File: src/rtl/fetch_unit.sv
`default_nettype none
// ============================================================================
// Module      : fetch_unit
// Description : Program-counter owner and in-order fetch queue feeding decode
//               over a valid/ready handshake, with redirect flush.
// Revision    : 1.0 - initial release
// ============================================================================
module fetch_unit #(
    parameter logic [31:0] RESET_PC = 32'h0000_0000,
    parameter int          DEPTH    = 2,
    parameter int          CNT_W    = 2
) (
    input  logic             clk,
    input  logic             rst,
    input  logic             fetch_en,
    input  logic             redirect_valid,
    input  logic [31:0]      redirect_pc,
    output logic [31:0]      imem_addr,
    input  logic [31:0]      imem_data,
    output logic             out_valid,
    input  logic             out_ready,
    output logic [31:0]      out_pc,
    output logic [31:0]      out_instr,
    output logic [CNT_W-1:0] occupancy
);

    localparam int               c_PTR_W     = $clog2(DEPTH);
    localparam logic [CNT_W-1:0] c_DEPTH_CNT = CNT_W'(DEPTH);
    localparam logic [CNT_W-1:0] c_CNT_ONE   = CNT_W'(1);
    localparam logic [c_PTR_W-1:0] c_PTR_ONE = c_PTR_W'(1);

    logic [31:0]        r_pc;
    logic [c_PTR_W-1:0] r_head;
    logic [c_PTR_W-1:0] r_tail;
    logic [CNT_W-1:0]   r_count;
    logic [31:0]        r_q_pc    [DEPTH];
    logic [31:0]        r_q_instr [DEPTH];

    logic w_empty;
    logic w_pop;
    logic w_push;
    logic w_unused_rpc_lsb;

    assign w_empty          = (r_count == '0);
    assign w_pop            = ~w_empty & out_ready;
    // A full queue may still accept a fetch when the head leaves the same cycle.
    assign w_push           = fetch_en & ~redirect_valid & ((r_count < c_DEPTH_CNT) | w_pop);
    assign w_unused_rpc_lsb = ^redirect_pc[1:0];

    assign imem_addr = r_pc;
    assign out_valid = ~w_empty;
    assign out_pc    = w_empty ? 32'h0 : r_q_pc[r_head];
    assign out_instr = w_empty ? 32'h0 : r_q_instr[r_head];
    assign occupancy = r_count;

    always_ff @(posedge clk) begin
        if (rst) begin
            r_pc    <= RESET_PC;
            r_head  <= '0;
            r_tail  <= '0;
            r_count <= '0;
        end else if (redirect_valid) begin
            r_pc    <= {redirect_pc[31:2], 2'b00};
            r_head  <= '0;
            r_tail  <= '0;
            r_count <= '0;
        end else begin
            if (w_push) begin
                r_tail <= r_tail + c_PTR_ONE;
                r_pc   <= r_pc + 32'd4;
            end
            if (w_pop) begin
                r_head <= r_head + c_PTR_ONE;
            end
            if (w_push && !w_pop) begin
                r_count <= r_count + c_CNT_ONE;
            end else if (!w_push && w_pop) begin
                r_count <= r_count - c_CNT_ONE;
            end
        end
    end

    // Storage needs no reset: entries are only visible while counted valid.
    always_ff @(posedge clk) begin
        if (w_push) begin
            r_q_pc[r_tail]    <= r_pc;
            r_q_instr[r_tail] <= imem_data;
        end
    end

endmodule
`default_nettype wire
File: config.mk
export PLATFORM = sky130hd
export DESIGN_NAME = fetch_unit
export DESIGN_NICKNAME = d
export VERILOG_FILES = /design/src/rtl/fetch_unit.sv
export SDC_FILE = /design/constraint.sdc
export NUM_CORES = 1
export LEC_CHECK = 0
export CORE_ASPECT_RATIO = 0.75
export CORE_UTILIZATION = 40
export CTS_BUF_LIST = sky130_fd_sc_hd__clkbuf_8
export CTS_CLUSTER_SIZE = 28
export DETAILED_ROUTE_END_ITERATION = 6
export MAX_ROUTING_LAYER = met4
export PLACE_DENSITY = 0.69
export SETUP_SLACK_MARGIN = 0.1
export SYNTH_ARGS = -nofsm -noshare
export SYNTH_HDL_FRONTEND = slang
export SYNTH_SLANG_ARGS = --single-unit
File: constraint.sdc
create_clock -name clk -period 13.9 [get_ports clk]
set_input_delay 2.085 -clock clk [delete_from_list [all_inputs] [get_ports clk]]
set_output_delay 2.085 -clock clk [all_outputs]
set_load 0.03 [all_outputs]
==> results.json, run 1 <==
{
  "status": "finished, final reports clean",
  "yosysSeqAreaShare_pct": 66.96,
  "vias": 4443,
  "hold_viol": 0,
  "ys.flop_type": "edfxtp_1",
  "die_y_um": 113.3,
  "place_ws_ps": 9372,
  "crit_path_cell_trace": "mux2i_1, nor2_1, clkdlybuf4s50_1",
  "path_clk_slew_ps": 80,
  "cp_max_fo": 62,
  "multiInputGateArea_um2": 2056,
  "postSynthAreaPerCell_um2": 13.06,
  "powerDensity_nw_per_um2": 119.0,
  "rr_worst_depth": 5,
  "synth_cells": 506,
  "areaGrowthSynthToFinish_pct": 33.71,
  "grt_max_degree": 64,
  "wl_per_cell_um": 16.78,
  "root_buffer": "clkbuf_8",
  "cts_tree": "yes",
  "swShare_pct": 24.73,
  "crit_type": "reg2out",
  "async_flop_share_pct": 0,
  "synthTopCellsByArea": "edfxtp_1, dfxtp_1, mux2i_1",
  "fill_cells": 1318,
  "ioPinCount": 168,
  "cp_num_cells": 3,
  "dpl.hpwl_um": 9611,
  "switchingPower_uw": 260.0,
  "vias_per_cell": 5.009,
  "register_area_um2": 4428,
  "max_freq_mhz": 211.9,
  "core_area_um2": 16070,
  "p_seq_share_pct": 52.4,
  "ys_warn_count": 0,
  "drtIter0Drc": 240,
  "die_w_um": 150.4,
  "die-area_um2": 17040,
  "htreeDepth": 4,
  "synth_top_area_share_pct": 56.35,
  "synth_most_common_cell": "edfxtp_1",
  "setup_viol": 0,
  "finalSetupTns_ps": 0,
  "netlist_area_um2": 6608,
  "yosysTopAreaCell": "edfxtp_1",
  "row_count": 40,
  "drc": 0,
  "gp_congestion": 0.7948,
  "critPathRequiredTime_ps": 11810,
  "internal_power_uw": 791.5,
  "start_util_pct": 41.13,
  "worst-path-buf-inv": 1,
  "maxSlewViolCount": 0,
  "instances_no_fill": 887,
  "drive_gt1_share_pct": 7.386,
  "holdPathStages": 2,
  "finalWirelength_um": 14890,
  "cts_setup_buffers": 0,
  "place_area_um2": 8411,
  "comb_power_share_pct": 13.2,
  "grt_pass1_vias": 4323,
  "cts_buffers": 17,
  "firstDrtPassIters": 5,
  "period_share_pct": 33.96,
  "worstHoldPathType": "reg2reg",
  "cap_violations": 0,
  "tightest_slew_ps": 1117,
  "dp.cells": 855,
  "clk_latency_ps": 440,
  "worst_setup_path_end_kind": "output pin",
  "gr-total-overflow": 0,
  "fin_nets": 735,
  "ys_types": 39,
  "antenna_found_initial": 0,
  "final_area_um2": 8835,
  "cp-start-kind": "flip-flop",
  "vdd_drop_max_v": 0.00007480,
  "layout_setup_ws_ps": 9180,
  "synth_edf_count": 124,
  "clockPowerShare_pct": 34.4,
  "synthTopCellsByCount": "edfxtp_1, nor2_1, mux2i_1",
  "cts_hold_buffers": 0,
  "cts.repair.resized": 0,
  "grt_usage_pct": 18.73,
  "ctsLongestPathBuffers": 2,
  "crit_family": "flip-flops",
  "p_leak_uw": 0.002811,
  "ant_nets": 0,
  "grt_pass1_wl_um": 22930,
  "maxSlewHeadroom_pct": 25.53,
  "insertedDiodeCount": 0,
  "cts_num_sinks": 159,
  "rsz0062_at_grt": "no",
  "skew_ps": 10.48,
  "crit_slowest_cell": "dfxtp_4",
  "slowest_delay_ps": 1090,
  "min_period_ps": 4720,
  "port_buffers": 161,
  "crit_arrival_ps": 2640,
  "synth-seq-cells": 159
}
-- sequential cells by signal (all words and copies together), names as in the netlist, named ones only --
| register | flops |
|---|---|
| r_q_instr | 64 |
| occupancy | 2 |
| r_q_pc | 60 |
| imem_addr | 30 |
| r_tail | 1 |
| r_head | 1 |
-- final timing paths --
check	startpoint	to	slack [ps]
setup / recovery	flip-flop	out_instr[22]	9180
setup reg to reg	imem_addr[4]	imem_addr[25]	11620
hold reg to reg	r_head	flip-flop	520
hold / removal	r_head	flip-flop	520
-- cells by family (layout without fill, tap and decap cells) --
family / count (synthesis) / count (layout) / share of synthesized area, %
AOI/OAI and AO/OA: 36 / 36 / 3.693
other: 1 / 4 / 0.05675
adders and majority gates: 2 / 2 / 0.3787
buffers and inverters: 35 / 203 / 2.329
DFF: 159 / 159 / 66.96
xor gates and xnor gates: 29 / 29 / 3.844
and+or+nand+nor: 179 / 179 / 12.86
muxes: 65 / 65 / 9.884
-- worst register-to-register path: stages, from the launching register on --
cell      delay (ps)
dfxtp_1          520
nand4_2          280
nor4_2           600
nor4b_1          430
xnor2_1          120
a211oi_1         240
-- power groups by stage --
stage | Sequential, uW | Combinational [uW] | Clock (uW)
2_1_floorplan | 568 | 64.9 | 0
3_5_place_dp | 562 | 139 | 0
3_3_place_gp | 560 | 137 | 0
5_1_grt | 554 | 148 | 393
6_report | 551 | 139 | 362
4_1_cts | 551 | 140 | 372
-- layer usage --
layer | wire length [um] | track usage, % | vias up
li1 | - | - | 2155
met4 | 180 | 6.599 | 0
met2 | 6651 | 27.47 | 160
met5 | 0 | - | -
met3 | 1168 | 5.605 | 14
met1 | 6885 | 24.57 | 2114
-- final cells by class --
type	instances	area share [%]
flip-flops and latches	159	50.12
multi-input cells	315	23.27
repair buffers	165	18.58
well taps	210	2.974
clock buffers	18	2.804
clock inverters	14	1.997
inverters	6	0.2549
-- stage by stage --
stage / utilization, % / total power (uW) / hold WS, ps
after floorplan: - / 633.0 / 472.5
after global placement: 52.35 / 697.9 / 486.5
after detailed placement: 52.35 / 701.4 / 497.6
after CTS: 54.99 / 1063 / 509.2
after global routing: 54.99 / 1095 / 543.8
final: 54.99 / 1052 / 516.5
-- layout by cell type (no fill, tap or decap), drive strengths merged, types with 3 or more instances in the layout --
cell type / netlist / layout
xor2: 10 / 10
or3: 3 / 3
o21ai: 4 / 4
a211oi: 17 / 17
bufinv: 0 / 4
nand3: 9 / 9
clkbuf: 24 / 18
nor3: 8 / 8
mux2i: 63 / 63
or2: 3 / 3
clkinv: 0 / 6
xnor2: 19 / 19
inv: 6 / 9
nand2: 26 / 26
a21oi: 8 / 8
nor2b: 3 / 3
nor4b: 3 / 3
edfxtp: 124 / 124
conb: 1 / 4
clkdlybuf4s50: 0 / 161
nand4: 11 / 11
dfxtp: 35 / 35
buf: 5 / 4
nor2: 97 / 97
nor4: 9 / 9
a311oi: 3 / 3
(Power assumes the default switching activity.)
==> run 2, diff against run 1 <==
==> constraint.sdc (replaced) <==
create_clock -name clk -period 4.94 [get_ports clk]
set_input_delay 0.741 -clock clk [delete_from_list [all_inputs] [get_ports clk]]
set_output_delay 0.741 -clock clk [all_outputs]
set_load 0.03 [all_outputs]
==> results.json, run 2 (synthesis gave the netlist of run 1 again) <==
{
  "dp.cells": 855,
  "maxSlewHeadroom_pct": 24.56,
  "cts.repair.resized": 0,
  "gr-total-overflow": 0,
  "maxSlewViolCount": 0,
  "hold_viol": 0,
  "grt_usage_pct": 18.72,
  "drive_gt1_share_pct": 6.942,
  "rsz0062_at_grt": "no",
  "clk_latency_ps": 440,
  "cap_violations": 0,
  "max_freq_mhz": 285.2,
  "cp_max_fo": 40,
  "htreeDepth": 4,
  "ioPinCount": 168,
  "finalWirelength_um": 14930,
  "path_clk_slew_ps": 70,
  "port_buffers": 161,
  "die_w_um": 150.4,
  "p_leak_uw": 0.002777,
  "min_period_ps": 3506,
  "top_register": "r_q_instr",
  "root_buffer": "clkbuf_8",
  "drtIter0Drc": 351,
  "wl_per_cell_um": 16.83,
  "vdd_drop_max_v": 0.0001758,
  "ctsLongestPathBuffers": 2,
  "tightest_slew_ps": 1132,
  "final_common_cell": "clkdlybuf4s50_1",
  "cp-start-kind": "flip-flop",
  "grt_pass1_vias": 4377,
  "areaGrowthSynthToFinish_pct": 32.89,
  "critPathRequiredTime_ps": 4200,
  "cts_num_sinks": 159,
  "gp_congestion": 0.8053,
  "fill_cells": 1374,
  "skew_ps": 13.32,
  "grt_pass1_wl_um": 23000,
  "cts_tree": "yes",
  "cts_setup_buffers": 0,
  "setup_viol": 0,
  "largest_reg_flops": 64,
  "firstDrtPassIters": 4,
  "cts_hold_buffers": 0,
  "worst_setup_path_end_kind": "output pin",
  "final_cell_mix": "clkdlybuf4s50_1, edfxtp_1, nor2_1",
  "wl_met1_um": 6890,
  "die_y_um": 113.3,
  "crit_type": "reg2out",
  "worstHoldPathType": "reg2reg",
  "powerDensity_nw_per_um2": 323.2,
  "antenna_found_initial": 0,
  "crit_arrival_ps": 2770,
  "grt_max_degree": 63,
  "vias": 4463,
  "period_share_pct": 70.98,
  "start_util_pct": 41.13,
  "insertedDiodeCount": 0,
  "dr_wl_met3_um": 1067,
  "vias_per_cell": 5.032,
  "cts_buffers": 17,
  "met2_length_um": 6794,
  "die-area_um2": 17040,
  "instances_no_fill": 887,
  "dpl.hpwl_um": 9840,
  "finalSetupTns_ps": 0,
  "core_area_um2": 16070,
  "row_count": 40,
  "drc": 0,
  "status": "finished, final reports clean",
  "fin_nets": 735,
  "ant_nets": 0,
  "top_layer_used": "met4"
}
==> run 2: worst max-delay path, cell delays in order (launching register included) <==
cell and delay (ps):
dfxtp_1 380, nor2_4 760, buf_4 420, nor2_1 100
clkdlybuf4s50_1 640
==> run 2: per-stage QoR <==
| step | utilization [%] | hold slack (ps) | instance area (um2) | total power [uW] | worst slack, ps |
|---|---|---|---|---|---|
| floorplan | - | 472.5 | 6624 | 1780 | 995.1 |
| global placement | 52.39 | 487.6 | 8417 | 1965 | 1775 |
| detailed placement | 52.39 | 503.8 | 8417 | 1974 | 1715 |
| CTS | 54.66 | 529.2 | 8781 | 2868 | 1353 |
| global route | 54.66 | 561.0 | 8781 | 2956 | 1225 |
| finish | 54.66 | 524.8 | 8781 | 2838 | 1434 |
==> run 2: worst paths after layout <==
check / slack (ps) / to / depth (start not counted) / from
min reg2reg: 520 / flip-flop / 2 / r_head
max reg2reg: 2650 / occupancy[1] / 6 / occupancy[0]
min: 520 / flip-flop / 2 / r_head
max: 1430 / out_pc[14] / 4 / occupancy[0]
==> run 2: area by class of cell <==
cell class                      instances  area [um2]  share of cell area [%]
Multi-Input combinational cell        315        2062                   23.48
Inverter                                6       22.52                  0.2565
Tap cell                              210       262.8                   2.992
Timing Repair Buffer                  165        1642                   18.69
Clock inverter                         15       130.1                   1.482
Clock buffer                           17       234.0                   2.665
Sequential cell                       159        4428                   50.43
==> run 2: report_power, final <==
part / total, uW / internal (uW) / leakage, uW / switching [uW]
combinational: 390 / 173 / 0.00115 / 218
clock: 897 / 437 / 0.000192 / 460
sequential: 1550 / 1500 / 0.00143 / 51.7
total: 2840 / 2110 / 0.00278 / 729
==> run 2: routing by layer <==
layer	up-vias	track usage, %
li1	2149	-
met1	2142	24.91
met2	159	27.31
met3	13	5.605
met4	0	5.993
met5	-	-
==> run 3, diff against run 2 <==
==> constraint.sdc (replaced) <==
create_clock -name clk -period 3.3 [get_ports clk]
set_input_delay 0.495 -clock clk [delete_from_list [all_inputs] [get_ports clk]]
set_output_delay 0.495 -clock clk [all_outputs]
set_load 0.03 [all_outputs]
==> results.json, run 3 (synthesis gave the netlist of run 1 again) <==
{
  "status": "finished, final reports clean",
  "maxSlewViolCount": 0,
  "root_buffer": "clkbuf_8",
  "die_w_um": 150.4,
  "maxSlewHeadroom_pct": 44.74,
  "p_leak_uw": 0.002872,
  "drive_gt1_share_pct": 8.321,
  "start_util_pct": 41.13,
  "die-area_um2": 17040,
  "die_y_um": 113.3,
  "rsz0062_at_grt": "no",
  "setup_viol": 0,
  "cts_num_sinks": 159,
  "place_area_um2": 8506,
  "cts_buffers": 17,
  "path_clk_slew_ps": 80,
  "fin_nets": 743,
  "skew_ps": 11.40,
  "finalSetupTns_ps": 0,
  "min_period_ps": 2993,
  "holdPathEnd": "r_head",
  "firstDrtPassIters": 4,
  "grt_pass1_vias": 4250,
  "holdPathStages": 2,
  "crit_type": "reg2out",
  "port_buffers": 161,
  "top_register": "r_q_instr",
  "htreeDepth": 4,
  "final_common_cell": "clkdlybuf4s50_1",
  "grt_usage_pct": 19.21,
  "fill_cells": 1346,
  "vdd_drop_max_v": 0.0002508,
  "vias_per_cell": 4.988,
  "max_freq_mhz": 334.2,
  "largest_reg_flops": 64,
  "wl_per_cell_um": 17.09,
  "cp-start-kind": "flip-flop",
  "critPathRequiredTime_ps": 2800,
  "worst_setup_path_end_kind": "output pin",
  "dpl.hpwl_um": 10160,
  "gp_congestion": 0.8556,
  "regToRegEndpoint": "imem_addr[25]",
  "rrSetupSlack_ps": 1030,
  "row_count": 40,
  "ant_nets": 0,
  "clk_latency_ps": 450,
  "areaGrowthSynthToFinish_pct": 35.86,
  "ioPinCount": 168,
  "tightest_slew_ps": 826.4,
  "core_area_um2": 16070,
  "register_area_um2": 4428,
  "final_area_um2": 8977,
  "antenna_found_initial": 0,
  "cp_max_fo": 37,
  "multiInputGateArea_um2": 2067,
  "rr_worst_depth": 5,
  "drtIter0Drc": 342,
  "reg2reg_from": "imem_addr[4]",
  "powerDensity_nw_per_um2": 508.1,
  "ctsLongestPathBuffers": 2,
  "grt_pass1_wl_um": 23560,
  "insertedDiodeCount": 0,
  "worstHoldPathType": "reg2reg",
  "crit_arrival_ps": 2500,
  "vias": 4464,
  "final_cell_mix": "clkdlybuf4s50_1, edfxtp_1, nor2_1",
  "finalWirelength_um": 15290,
  "cts.repair.resized": 0,
  "cap_violations": 0,
  "drc": 0,
  "hold_viol": 0,
  "period_share_pct": 90.69,
  "min-delay-start": "r_head",
  "cts_tree": "yes",
  "gr-total-overflow": 0,
  "grt_max_degree": 63
}
## run 3: how the worst max path moves through the flow
stage | start | endpoint
2_1_floorplan | out_ready | r_q_instr[1][0]
3_5_place_dp | occupancy[0] | out_instr[31]
5_1_grt | occupancy[1] | out_pc[7]
3_3_place_gp | occupancy[0] | out_pc[9]
4_1_cts | occupancy[1] | out_pc[9]
6_report | occupancy[1] | out_pc[9]
## run 3: layout make-up
class	instances	share of cell area [%]
clock buffers	20	3.066
clock inverters	12	2.118
inverters	6	0.2509
multi-input cells	316	23.02
flip-flops and latches	159	49.32
well taps	210	2.927
repair buffers	172	19.29
## run 3: per-stage QoR
stage               cells  worst slack (ps)  utilization, %  hold WS [ps]  total power, uW
finish                895             307.4           55.88         530.5             4562
detailed placement    862             605.9           52.94         510.1             2963
floorplan             509             410.1               -         472.5             2664
global route          895             138.7           55.88         560.5             4731
CTS                   895             219.0           55.88         531.8             4605
global placement      862             642.9           52.94         488.0             2949
## run 3: layer usage
layer / global-route usage (%) / wire [um] / vias to the layer above
met4: 4.714 / 98 / 0
met5: - / 0 / -
met3: 6.129 / 1184 / 11
met1: 26.01 / 7106 / 2113
met2: 27.86 / 6903 / 173
li1: - / - / 2167
## run 3: timing repair
action	in CTS	in global routing
setup buffers	0	0
endpoints found under the setup margin	6	0
hold buffers	0	0
## run 3: power breakdown
group          switching [uW]  total, uW  leakage (uW)  internal, uW
registers                74.9       2320       0.00143          2240
logic                     335        600       0.00120           265
clock network             689       1640      0.000241           955
total                    1100       4560       0.00287          3460
## run 3: worst max-delay path, cell delays in order, from the launching register on
cell	delay, ps
dfxtp_1	420
nor2_4	400
buf_4	440
nor2_1	140
clkdlybuf4s50_1	620
